===== src/rtl/pipe_ctrl_pkg.sv =====
// Shared definitions for the pipeline sequencing controller:
// state encodings, the canonical NOP and a saturating increment helper.
package pipe_ctrl_pkg;

  localparam logic [1:0]  PIPE_RUN     = 2'd0;
  localparam logic [1:0]  PIPE_FLUSH   = 2'd1;
  localparam logic [1:0]  PIPE_EX_HOLD = 2'd2;

  // addi x0, x0, 0 -- what the pipeline registers load on a flush
  localparam logic [31:0] INST_NOP     = 32'h0000_0013;

  typedef enum logic [1:0] {
    ST_RUN     = PIPE_RUN,
    ST_FLUSH   = PIPE_FLUSH,
    ST_EX_HOLD = PIPE_EX_HOLD
  } pipe_state_e;

  function automatic logic [31:0] sat_inc32(input logic [31:0] v);
    return (v == 32'hFFFF_FFFF) ? v : v + 32'd1;
  endfunction

endpackage


===== src/rtl/pipe_ctrl_if.sv =====
// Request/control bundle between the execute/decode stages, the pipeline
// registers and pipe_ctrl. master = pipeline side, slave = controller.
interface pipe_ctrl_if;

  logic        jump_en_i;
  logic [31:0] jump_addr_i;
  logic        load_use_i;
  logic        hold_req_i;
  logic        hold_done_i;

  logic        jump_en_o;
  logic [31:0] jump_addr_o;
  logic        pc_hold_o;
  logic        if_id_hold_o;
  logic        if_id_flush_o;
  logic        id_ex_hold_o;
  logic        id_ex_flush_o;
  logic        hold_err_o;
  logic [31:0] stall_cnt_o;

  modport master (
    output jump_en_i, jump_addr_i, load_use_i, hold_req_i, hold_done_i,
    input  jump_en_o, jump_addr_o, pc_hold_o, if_id_hold_o, if_id_flush_o,
           id_ex_hold_o, id_ex_flush_o, hold_err_o, stall_cnt_o
  );

  modport slave (
    input  jump_en_i, jump_addr_i, load_use_i, hold_req_i, hold_done_i,
    output jump_en_o, jump_addr_o, pc_hold_o, if_id_hold_o, if_id_flush_o,
           id_ex_hold_o, id_ex_flush_o, hold_err_o, stall_cnt_o
  );

endinterface


===== src/rtl/pipe_ctrl.sv =====
// Pipeline sequencing controller: arbitrates redirects, execute holds and
// load-use bubbles into hold/flush controls for PC, if_id and id_ex.
// Control outputs are Mealy so a flush lands on the same edge as its cause.
module pipe_ctrl
  import pipe_ctrl_pkg::*;
#(
  parameter int FLUSH_CYCLES = 2,
  parameter int HOLD_TIMEOUT = 64
) (
  input  logic       clk,
  input  logic       rst_n,
  pipe_ctrl_if.slave ctl
);

  localparam int FC_W = (FLUSH_CYCLES > 1) ? $clog2(FLUSH_CYCLES) : 1;
  localparam int HC_W = $clog2(HOLD_TIMEOUT + 1);
  localparam logic [FC_W-1:0] FLUSH_LOAD = FC_W'(FLUSH_CYCLES - 1);
  localparam logic [HC_W-1:0] HOLD_MAX   = HC_W'(HOLD_TIMEOUT);

  pipe_state_e      state_q, state_d;
  logic [FC_W-1:0]  flush_cnt_q, flush_cnt_d;
  logic [HC_W-1:0]  hold_cnt_q, hold_cnt_d;
  logic             hold_err_q, hold_err_d;
  logic [31:0]      stall_cnt_q, stall_cnt_d;

  logic do_jump, do_hold, do_lu;
  logic jump_en, pc_hold, if_id_hold, if_id_flush, id_ex_hold, id_ex_flush;

  // Registered state and counters; reset returns to RUN with everything cleared.
  always_ff @(posedge clk or negedge rst_n) begin
    if (!rst_n) begin
      state_q     <= ST_RUN;
      flush_cnt_q <= '0;
      hold_cnt_q  <= '0;
      hold_err_q  <= 1'b0;
      stall_cnt_q <= '0;
    end else begin
      state_q     <= state_d;
      flush_cnt_q <= flush_cnt_d;
      hold_cnt_q  <= hold_cnt_d;
      hold_err_q  <= hold_err_d;
      stall_cnt_q <= stall_cnt_d;
    end
  end

  // Next-state and Mealy controls; priority is jump > execute hold > load-use.
  always_comb begin
    state_d     = state_q;
    flush_cnt_d = flush_cnt_q;
    hold_cnt_d  = hold_cnt_q;
    hold_err_d  = hold_err_q;
    do_jump     = 1'b0;
    do_hold     = 1'b0;
    do_lu       = 1'b0;
    jump_en     = 1'b0;
    pc_hold     = 1'b0;
    if_id_hold  = 1'b0;
    if_id_flush = 1'b0;
    id_ex_hold  = 1'b0;
    id_ex_flush = 1'b0;

    case (state_q)
      ST_RUN: begin
        if (ctl.jump_en_i)       do_jump = 1'b1;
        else if (ctl.hold_req_i) do_hold = 1'b1;
        else if (ctl.load_use_i) do_lu   = 1'b1;
      end
      ST_FLUSH: begin
        // Decode holds a NOP here, so load-use is meaningless and ignored.
        if (ctl.jump_en_i) begin
          do_jump = 1'b1;
        end else begin
          if_id_flush = 1'b1;
          if (ctl.hold_req_i) begin
            do_hold = 1'b1;
          end else begin
            flush_cnt_d = flush_cnt_q - FC_W'(1);
            if (flush_cnt_q <= FC_W'(1)) state_d = ST_RUN;
          end
        end
      end
      ST_EX_HOLD: begin
        if (ctl.jump_en_i) begin
          do_jump = 1'b1;
        end else if (ctl.hold_done_i || hold_cnt_q == HOLD_MAX) begin
          // Release cycle: execute advances, so a pending load-use still applies.
          state_d    = ST_RUN;
          hold_cnt_d = '0;
          if (!ctl.hold_done_i) hold_err_d = 1'b1;
          if (ctl.load_use_i) do_lu = 1'b1;
        end else begin
          pc_hold    = 1'b1;
          if_id_hold = 1'b1;
          id_ex_hold = 1'b1;
          hold_cnt_d = hold_cnt_q + HC_W'(1);
        end
      end
      default: state_d = ST_RUN;
    endcase

    if (do_jump) begin
      jump_en     = 1'b1;
      if_id_flush = 1'b1;
      id_ex_flush = 1'b1;
      flush_cnt_d = FLUSH_LOAD;
      hold_cnt_d  = '0;
      state_d     = (FLUSH_LOAD != '0) ? ST_FLUSH : ST_RUN;
    end
    if (do_hold) begin
      pc_hold    = 1'b1;
      if_id_hold = 1'b1;
      id_ex_hold = 1'b1;
      hold_cnt_d = HC_W'(1);
      state_d    = ST_EX_HOLD;
    end
    if (do_lu) begin
      pc_hold     = 1'b1;
      if_id_hold  = 1'b1;
      id_ex_flush = 1'b1;
    end

    stall_cnt_d = pc_hold ? sat_inc32(stall_cnt_q) : stall_cnt_q;
  end

  // A flush overrides a hold on the same register.
  assign ctl.jump_en_o     = jump_en;
  assign ctl.jump_addr_o   = jump_en ? ctl.jump_addr_i : 32'd0;
  assign ctl.pc_hold_o     = pc_hold;
  assign ctl.if_id_hold_o  = if_id_hold & ~if_id_flush;
  assign ctl.if_id_flush_o = if_id_flush;
  assign ctl.id_ex_hold_o  = id_ex_hold & ~id_ex_flush;
  assign ctl.id_ex_flush_o = id_ex_flush;
  assign ctl.hold_err_o    = hold_err_q;
  assign ctl.stall_cnt_o   = stall_cnt_q;

endmodule


===== src/flat_wrapper.sv =====
// flat-port wrapper written by rule: the top's interface ports become plain ports
module pipe_ctrl_flat import pipe_ctrl_pkg::*;
#(
  parameter int FLUSH_CYCLES = 2,
  parameter int HOLD_TIMEOUT = 64
)
  (clk, rst_n, ctl_jump_en_i, ctl_jump_addr_i, ctl_load_use_i, ctl_hold_req_i, ctl_hold_done_i, ctl_jump_en_o, ctl_jump_addr_o, ctl_pc_hold_o, ctl_if_id_hold_o, ctl_if_id_flush_o, ctl_id_ex_hold_o, ctl_id_ex_flush_o, ctl_hold_err_o, ctl_stall_cnt_o);
  pipe_ctrl_if ctl_i ();
  input  logic clk;
  input  logic rst_n;
  input wire logic [$bits(ctl_i.jump_en_i)-1:0] ctl_jump_en_i;
  input wire logic [$bits(ctl_i.jump_addr_i)-1:0] ctl_jump_addr_i;
  input wire logic [$bits(ctl_i.load_use_i)-1:0] ctl_load_use_i;
  input wire logic [$bits(ctl_i.hold_req_i)-1:0] ctl_hold_req_i;
  input wire logic [$bits(ctl_i.hold_done_i)-1:0] ctl_hold_done_i;
  output wire logic [$bits(ctl_i.jump_en_o)-1:0] ctl_jump_en_o;
  output wire logic [$bits(ctl_i.jump_addr_o)-1:0] ctl_jump_addr_o;
  output wire logic [$bits(ctl_i.pc_hold_o)-1:0] ctl_pc_hold_o;
  output wire logic [$bits(ctl_i.if_id_hold_o)-1:0] ctl_if_id_hold_o;
  output wire logic [$bits(ctl_i.if_id_flush_o)-1:0] ctl_if_id_flush_o;
  output wire logic [$bits(ctl_i.id_ex_hold_o)-1:0] ctl_id_ex_hold_o;
  output wire logic [$bits(ctl_i.id_ex_flush_o)-1:0] ctl_id_ex_flush_o;
  output wire logic [$bits(ctl_i.hold_err_o)-1:0] ctl_hold_err_o;
  output wire logic [$bits(ctl_i.stall_cnt_o)-1:0] ctl_stall_cnt_o;
  assign ctl_i.jump_en_i = ctl_jump_en_i;
  assign ctl_i.jump_addr_i = ctl_jump_addr_i;
  assign ctl_i.load_use_i = ctl_load_use_i;
  assign ctl_i.hold_req_i = ctl_hold_req_i;
  assign ctl_i.hold_done_i = ctl_hold_done_i;
  assign ctl_jump_en_o = ctl_i.jump_en_o;
  assign ctl_jump_addr_o = ctl_i.jump_addr_o;
  assign ctl_pc_hold_o = ctl_i.pc_hold_o;
  assign ctl_if_id_hold_o = ctl_i.if_id_hold_o;
  assign ctl_if_id_flush_o = ctl_i.if_id_flush_o;
  assign ctl_id_ex_hold_o = ctl_i.id_ex_hold_o;
  assign ctl_id_ex_flush_o = ctl_i.id_ex_flush_o;
  assign ctl_hold_err_o = ctl_i.hold_err_o;
  assign ctl_stall_cnt_o = ctl_i.stall_cnt_o;
  pipe_ctrl #(.FLUSH_CYCLES(FLUSH_CYCLES), .HOLD_TIMEOUT(HOLD_TIMEOUT)) u_core (.clk(clk), .rst_n(rst_n), .ctl(ctl_i));
endmodule

===== config.mk =====
export PLATFORM = sky130hd
export DESIGN_NAME = pipe_ctrl_flat
export DESIGN_NICKNAME = d
export VERILOG_FILES = /design/src/rtl/pipe_ctrl_pkg.sv /design/src/rtl/pipe_ctrl_if.sv /design/src/rtl/pipe_ctrl.sv /design/src/flat_wrapper.sv
export SDC_FILE = /design/constraint.sdc
export NUM_CORES = 1
export LEC_CHECK = 0
export BUFFER_PORTS_ARGS = -buffer_cell sky130_fd_sc_hd__buf_2
export CAP_MARGIN = 20
export CORE_UTILIZATION = 31
export CTS_BUF_LIST = sky130_fd_sc_hd__clkbuf_4
export CTS_CLUSTER_DIAMETER = 200
export DETAILED_ROUTE_END_ITERATION = 12
export GPL_TIMING_DRIVEN = 0
export SYNTH_ARGS = -nofsm -noshare
export SYNTH_HDL_FRONTEND = slang
export SYNTH_SLANG_ARGS = --single-unit

===== constraint.sdc =====
create_clock -name clk -period 3.9 [get_ports clk]
set_input_delay 0.39 -clock clk [delete_from_list [all_inputs] [get_ports clk]]
set_output_delay 0.39 -clock clk [all_outputs]
set_load 0.1 [all_outputs]

# Word level (Yosys, flattened, before mapping)
# Cells that the tools add are included.
op_classes:
  n_addsub: 3
  order_cmp: 1
  n_eq_ne: 13
  n_mux: 39
  n_bitwise: 7
  n_reduce_logical: 11
ops:
  columns: ["cell", "count"]
  rows:
  - ["$mux W7", 5]
  - ["$add A32 B1 Y32 const B", 1]
  - ["$eq A32 B32 Y1 const B", 1]
  - ["$mux W32", 1]
  - ["$mux W1", 24]
  - ["$mux W2", 7]
  - ["$ne A4 B2 Y1 const B", 3]
  - ["$ne A4 B1 Y1 const B", 2]
  - ["$add A7 B1 Y7 const B", 1]
  - ["$eq A7 B7 Y1 const B", 1]
  - ["$ne A3 B1 Y1 const B", 2]
  - ["$pmux W2 S3", 1]
  - ["$reduce_and A6 Y1", 1]
  - ["$not A1 Y1", 5]
  - ["$ne A2 B1 Y1 const B", 2]
  - ["$reduce_and A2 Y1", 2]
  - ["$reduce_and A4 Y1", 1]
  - ["$reduce_and A3 Y1", 1]
  - ["$reduce_bool A3 Y1", 1]
  - ["$reduce_or A3 Y1", 1]
  - ["$and A1 B1 Y1", 2]
  - ["$eq A2 B1 Y1 const B", 1]
  - ["$eq A2 B2 Y1 const B", 1]
  - ["$logic_not A2 Y1", 1]
  - ["6 further kinds", 6]
totals:
  regBits: 43
  inputBits: 38
  output_inout_bits: 71

# Longest topological paths before layout
logic_depth:
  ltp_word: 8
  ltp_mapped: 8
  depth_no_buf: 6

# Least setup slack after synthesis
# Ideal clock, no wire load.
synth_timing:
  path_type: "reg-to-output"
  startpoint: "reg u_core.state_q[0]"
  endpoint: "out ctl_if_id_hold_o"
  arrival_ns: 2.809
  required_ns: 3.510
  path_slack_ns: 0.701
  path_stages_with_launch: 7
  path_buffers: 2
  path_cell_list: "dfrtp_1 > or4b_4 > a31o_1 > buf_6 > and2_4 > buf_6 > nor2_1"
synth_between:
  elab_chain_cells: 6
  word_cells_on_any_way: 15
  cone_classes: "eq/ne: 2; mux: 8; bitwise: 2; reduce/logical: 3"
synth_rtl:
  columns: ["element", "line_no", "source"]
  rows:
  - ["start, declared", "pipe_ctrl.sv:20", "pipe_state_e state_q, state_d;"]
  - ["start signal, assigned", "pipe_ctrl.sv:38", "state_q <= state_d;"]
  - ["$eq A2 B1 Y1, or another cell as far along", "pipe_ctrl.sv:62", "case (state_q)"]
  - ["$reduce_or A2 Y1 (no line) / $reduce_or A3 Y1 (equally long branches)", null, null]
  - ["$mux W1", null, null]
  - ["$mux W1, on equally long branches", "pipe_ctrl.sv:109, pipe_ctrl.sv:101", null]
  - ["$mux W1 / $not A1 Y1 (equally long branches)", "pipe_ctrl.sv:116, pipe_ctrl.sv:129", null]
  - ["$and A1 B1 Y1 (*)", "pipe_ctrl.sv:129", "assign ctl.if_id_hold_o = if_id_hold & ~if_id_flush;"]
  - ["end, declared", "flat_wrapper.sv:19", "output wire logic [$bits(ctl_i.if_id_hold_o)-1:0] ctl_if_id_hold_o;"]
# Mark *: on every way between the ends. The rest lies on a longest branch, timed or not.

# Worst setup path after layout
# Same ends and word-level chain as after synthesis.

==> results.txt <==
Final HPWL DP -> 4780 um
Buf/Inv on CP -> 3
Post-layout util -> 41.8%
Fin. Hold Viols -> 0
ANT nets after route -> 0
Setup TNS -> 0 ns
Initial antenna violation count -> 0
CP Launch Type -> flop
Most instantiated cells after synthesis -> 42 x dfrtp_1, 39 x and3_1, 23 x xor2_1
TritonCTS clock tree -> built
Drt first-iter violations -> 89
Type of element capturing the critical path -> primary output
Fin nets -> 415
Share of cells above drive strength 1 -> 35.3%
Clock slew at reported path FFs -> 0.12 ns
Total of max-cap violations -> 0
Crit path kind -> reg -> out
Ant. Diodes -> 0
Resize count post-CTS -> 0
Setup Buffers After CTS -> 0
Status -> completed
Slowest CP cell -> or4b_4
Cell Pwr Density -> 484 nW/um^2
Hold slack -> 0.171 ns
Synth top area share -> 42.3%
Drc violations -> 0
Initial Utilization -> 32.2%
Hold_buf cts -> 0
Clock root buffer -> clkbuf_4
RSZ-0062 raised after global routing -> no
Synth area leader -> dfrtp_1
Ys flop type -> dfrtp_1
Cell variety after synth -> 43
Die Ht -> 91.6 um
Critical Path Most Common Cell -> buf_6
GRT overflow -> 0
Wirelength per Cell -> 13.3 um
CP max FO -> 10
Worst-case vdd ir drop -> 0.000145 V
Slew Limit Fails -> 0
Core Area -> 7730 sq um
Die area -> 8390 sq um
Count leader, synth -> dfrtp_1
Post-synth ARST share -> 100%
Drt pass-1 iters -> 4
Worst Path Arrival -> 2.54 ns
EDFF count, synth -> 0
Setup-failing EPs final -> 0
Detailed-route via count -> 2325
Top Family by Delay on Critical Path -> simple AND/OR/NAND/NOR gates
Wire length of the first global-routing pass -> 10500 um
Number of buffers created by CTS -> 5
Hold Crit Class -> in -> async
Pleak -> 0.00175 uW
Core Rows -> 32
Highest Clock Rate -> 0.341 GHz
Period utilisation layout -> 75.1%
Clk sinks -> 42
Largest net degree at the start of global routing -> 43
Cell count after synthesis -> 259
#FFs+latches synth -> 42
Syn_area_per_cell -> 9.60 sq um
Synth warn -> 0
Post-Route WL -> 6320 um
Max incr delay on CP -> 0.56 ns
IO Pins -> 109
Port Buffers -> 108
Crit-path cells -> or4b_4, a31o_1, buf_6, and2_4, buf_6, nor2_1, buf_2
GRT Total Usage -> 15.3%
Register area share after synthesis -> 42.3%
Top cells by area, synth -> dfrtp_1 42%, and3_1 9.8%, xor2_1 8.1%, nand3_1 3.2%, nand2_1 3.2%
Layout overhead on the synthesized area -> 29.7%
H-tree depth -> 2
Syn Nets -> 300
Final min period -> 2.93 ns
Worst reg2reg setup slack -> 1.46 ns
Worst slew pin tran -> 0.933 ns
Chip width -> 91.6 um
Final clock skew -> 0.00818 ns
Vias/cell -> 4.88
Post-Syn Area -> 2490 sq um
Relative slew margins -> 37.8%
Vias in the first global route -> 2185
Clock buffer depth -> 2
CP required -> 3.51 ns
Worst-Skew Late Latency -> 0.35 ns
Tot Pwr -> 1560 uW
Final Wtd Congestion -> 0.782
==> per-layer routing <==
metal / share of wire [%] / routed length, um / GRT usage (%)
met5: 0 / 0 / 0
met4: 0.73 / 46 / 3.17
met3: 3.5 / 219 / 3.35
met2: 47 / 2980 / 23.7
met1: 49 / 3080 / 21.8
==> worst paths after layout <==
kind | start | endpoint | cells after the start
max in group asynchronous | rst_n | u_core.ctl.stall_cnt_o[8] | 1
min reg2reg | u_core.ctl.hold_err_o | u_core.ctl.hold_err_o | 1
max | u_core.state_q[0] | ctl_if_id_hold_o | 7
min in group clk | ctl_hold_done_i | u_core.ctl.hold_err_o | 3
max reg2reg | u_core.state_q[0] | u_core.ctl.stall_cnt_o[30] | 7
min | rst_n | u_core.state_q[0] | 1
==> cells in the final DEF (no fill, tap or decap), types with 3 or more instances in the layout <==
| master | count |
|---|---|
| buf_2 | 109 |
| dfrtp_1 | 42 |
| and3_1 | 39 |
| xor2_1 | 23 |
| nand2_1 | 21 |
| nand3_1 | 16 |
| nor4_1 | 11 |
| nor2_1 | 10 |
| clkbuf_1 | 8 |
| nor3_1 | 7 |
| inv_1 | 6 |
| nand4_1 | 6 |
| o21ai_0 | 6 |
| nand2b_1 | 5 |
| a21o_1 | 5 |
| xnor2_1 | 5 |
| clkbuf_4 | 5 |
| nor4b_2 | 4 |
| mux2_2 | 4 |
| and2_1 | 3 |
| buf_6 | 3 |
| a21oi_1 | 3 |
| o31ai_1 | 3 |
| ha_1 | 3 |
==> where the power goes <==
group          total [uW]  internal (uW)  leakage, uW  switching [uW]
Combinational         750            125      0.00116             625
Sequential            542            483     0.000545            58.7
Clock                 270            130    0.0000387             140
==> layout make-up <==
class,instances,area (sq um)
timing repair buffer,108,541
buffer,13,76.3
fill,802,4500
clock inverter,2,33.8
inverter,6,22.5
tap,102,128
multi-input combinational,198,1340
sequential,42,1050
clock buffer,5,37.5
==> cell families after synthesis <==
group	synth area share, %
simple gates	33.3
mux	1.81
buf+inv	3.97
compound gates	7.34
xor+xnor	9.86
flops	42.3
fa+ha+maj	1.51
==> stage by stage <==
stage               setup slack (ns)  cells  cell area (sq um)
CTS                            0.952    476               3230
global route                   0.846    476               3230
finish                         0.971    476               3230
detailed placement              1.28    469               3160
global placement                1.27    469               3160
floorplan                      0.701    259               2490
==> sequential cells by signal, indices dropped and copies added (netlist names) <==
| name | flops |
|---|---|
| u_core.ctl.hold_err_o | 1 |
| u_core.state_q | 2 |
| u_core.ctl.stall_cnt_o | 32 |
| u_core.hold_cnt_q | 7 |
==> worst reg2reg max path, stage by stage (launching register included) <==
cell     delay (ns)
dfrtp_1        0.47
or4b_4         0.56
a31o_1         0.21
buf_6          0.14
and2_4         0.16
buf_6          0.14
nor4_2         0.30
mux2_2         0.36
Note: power is estimated with default switching activity, not from simulation.
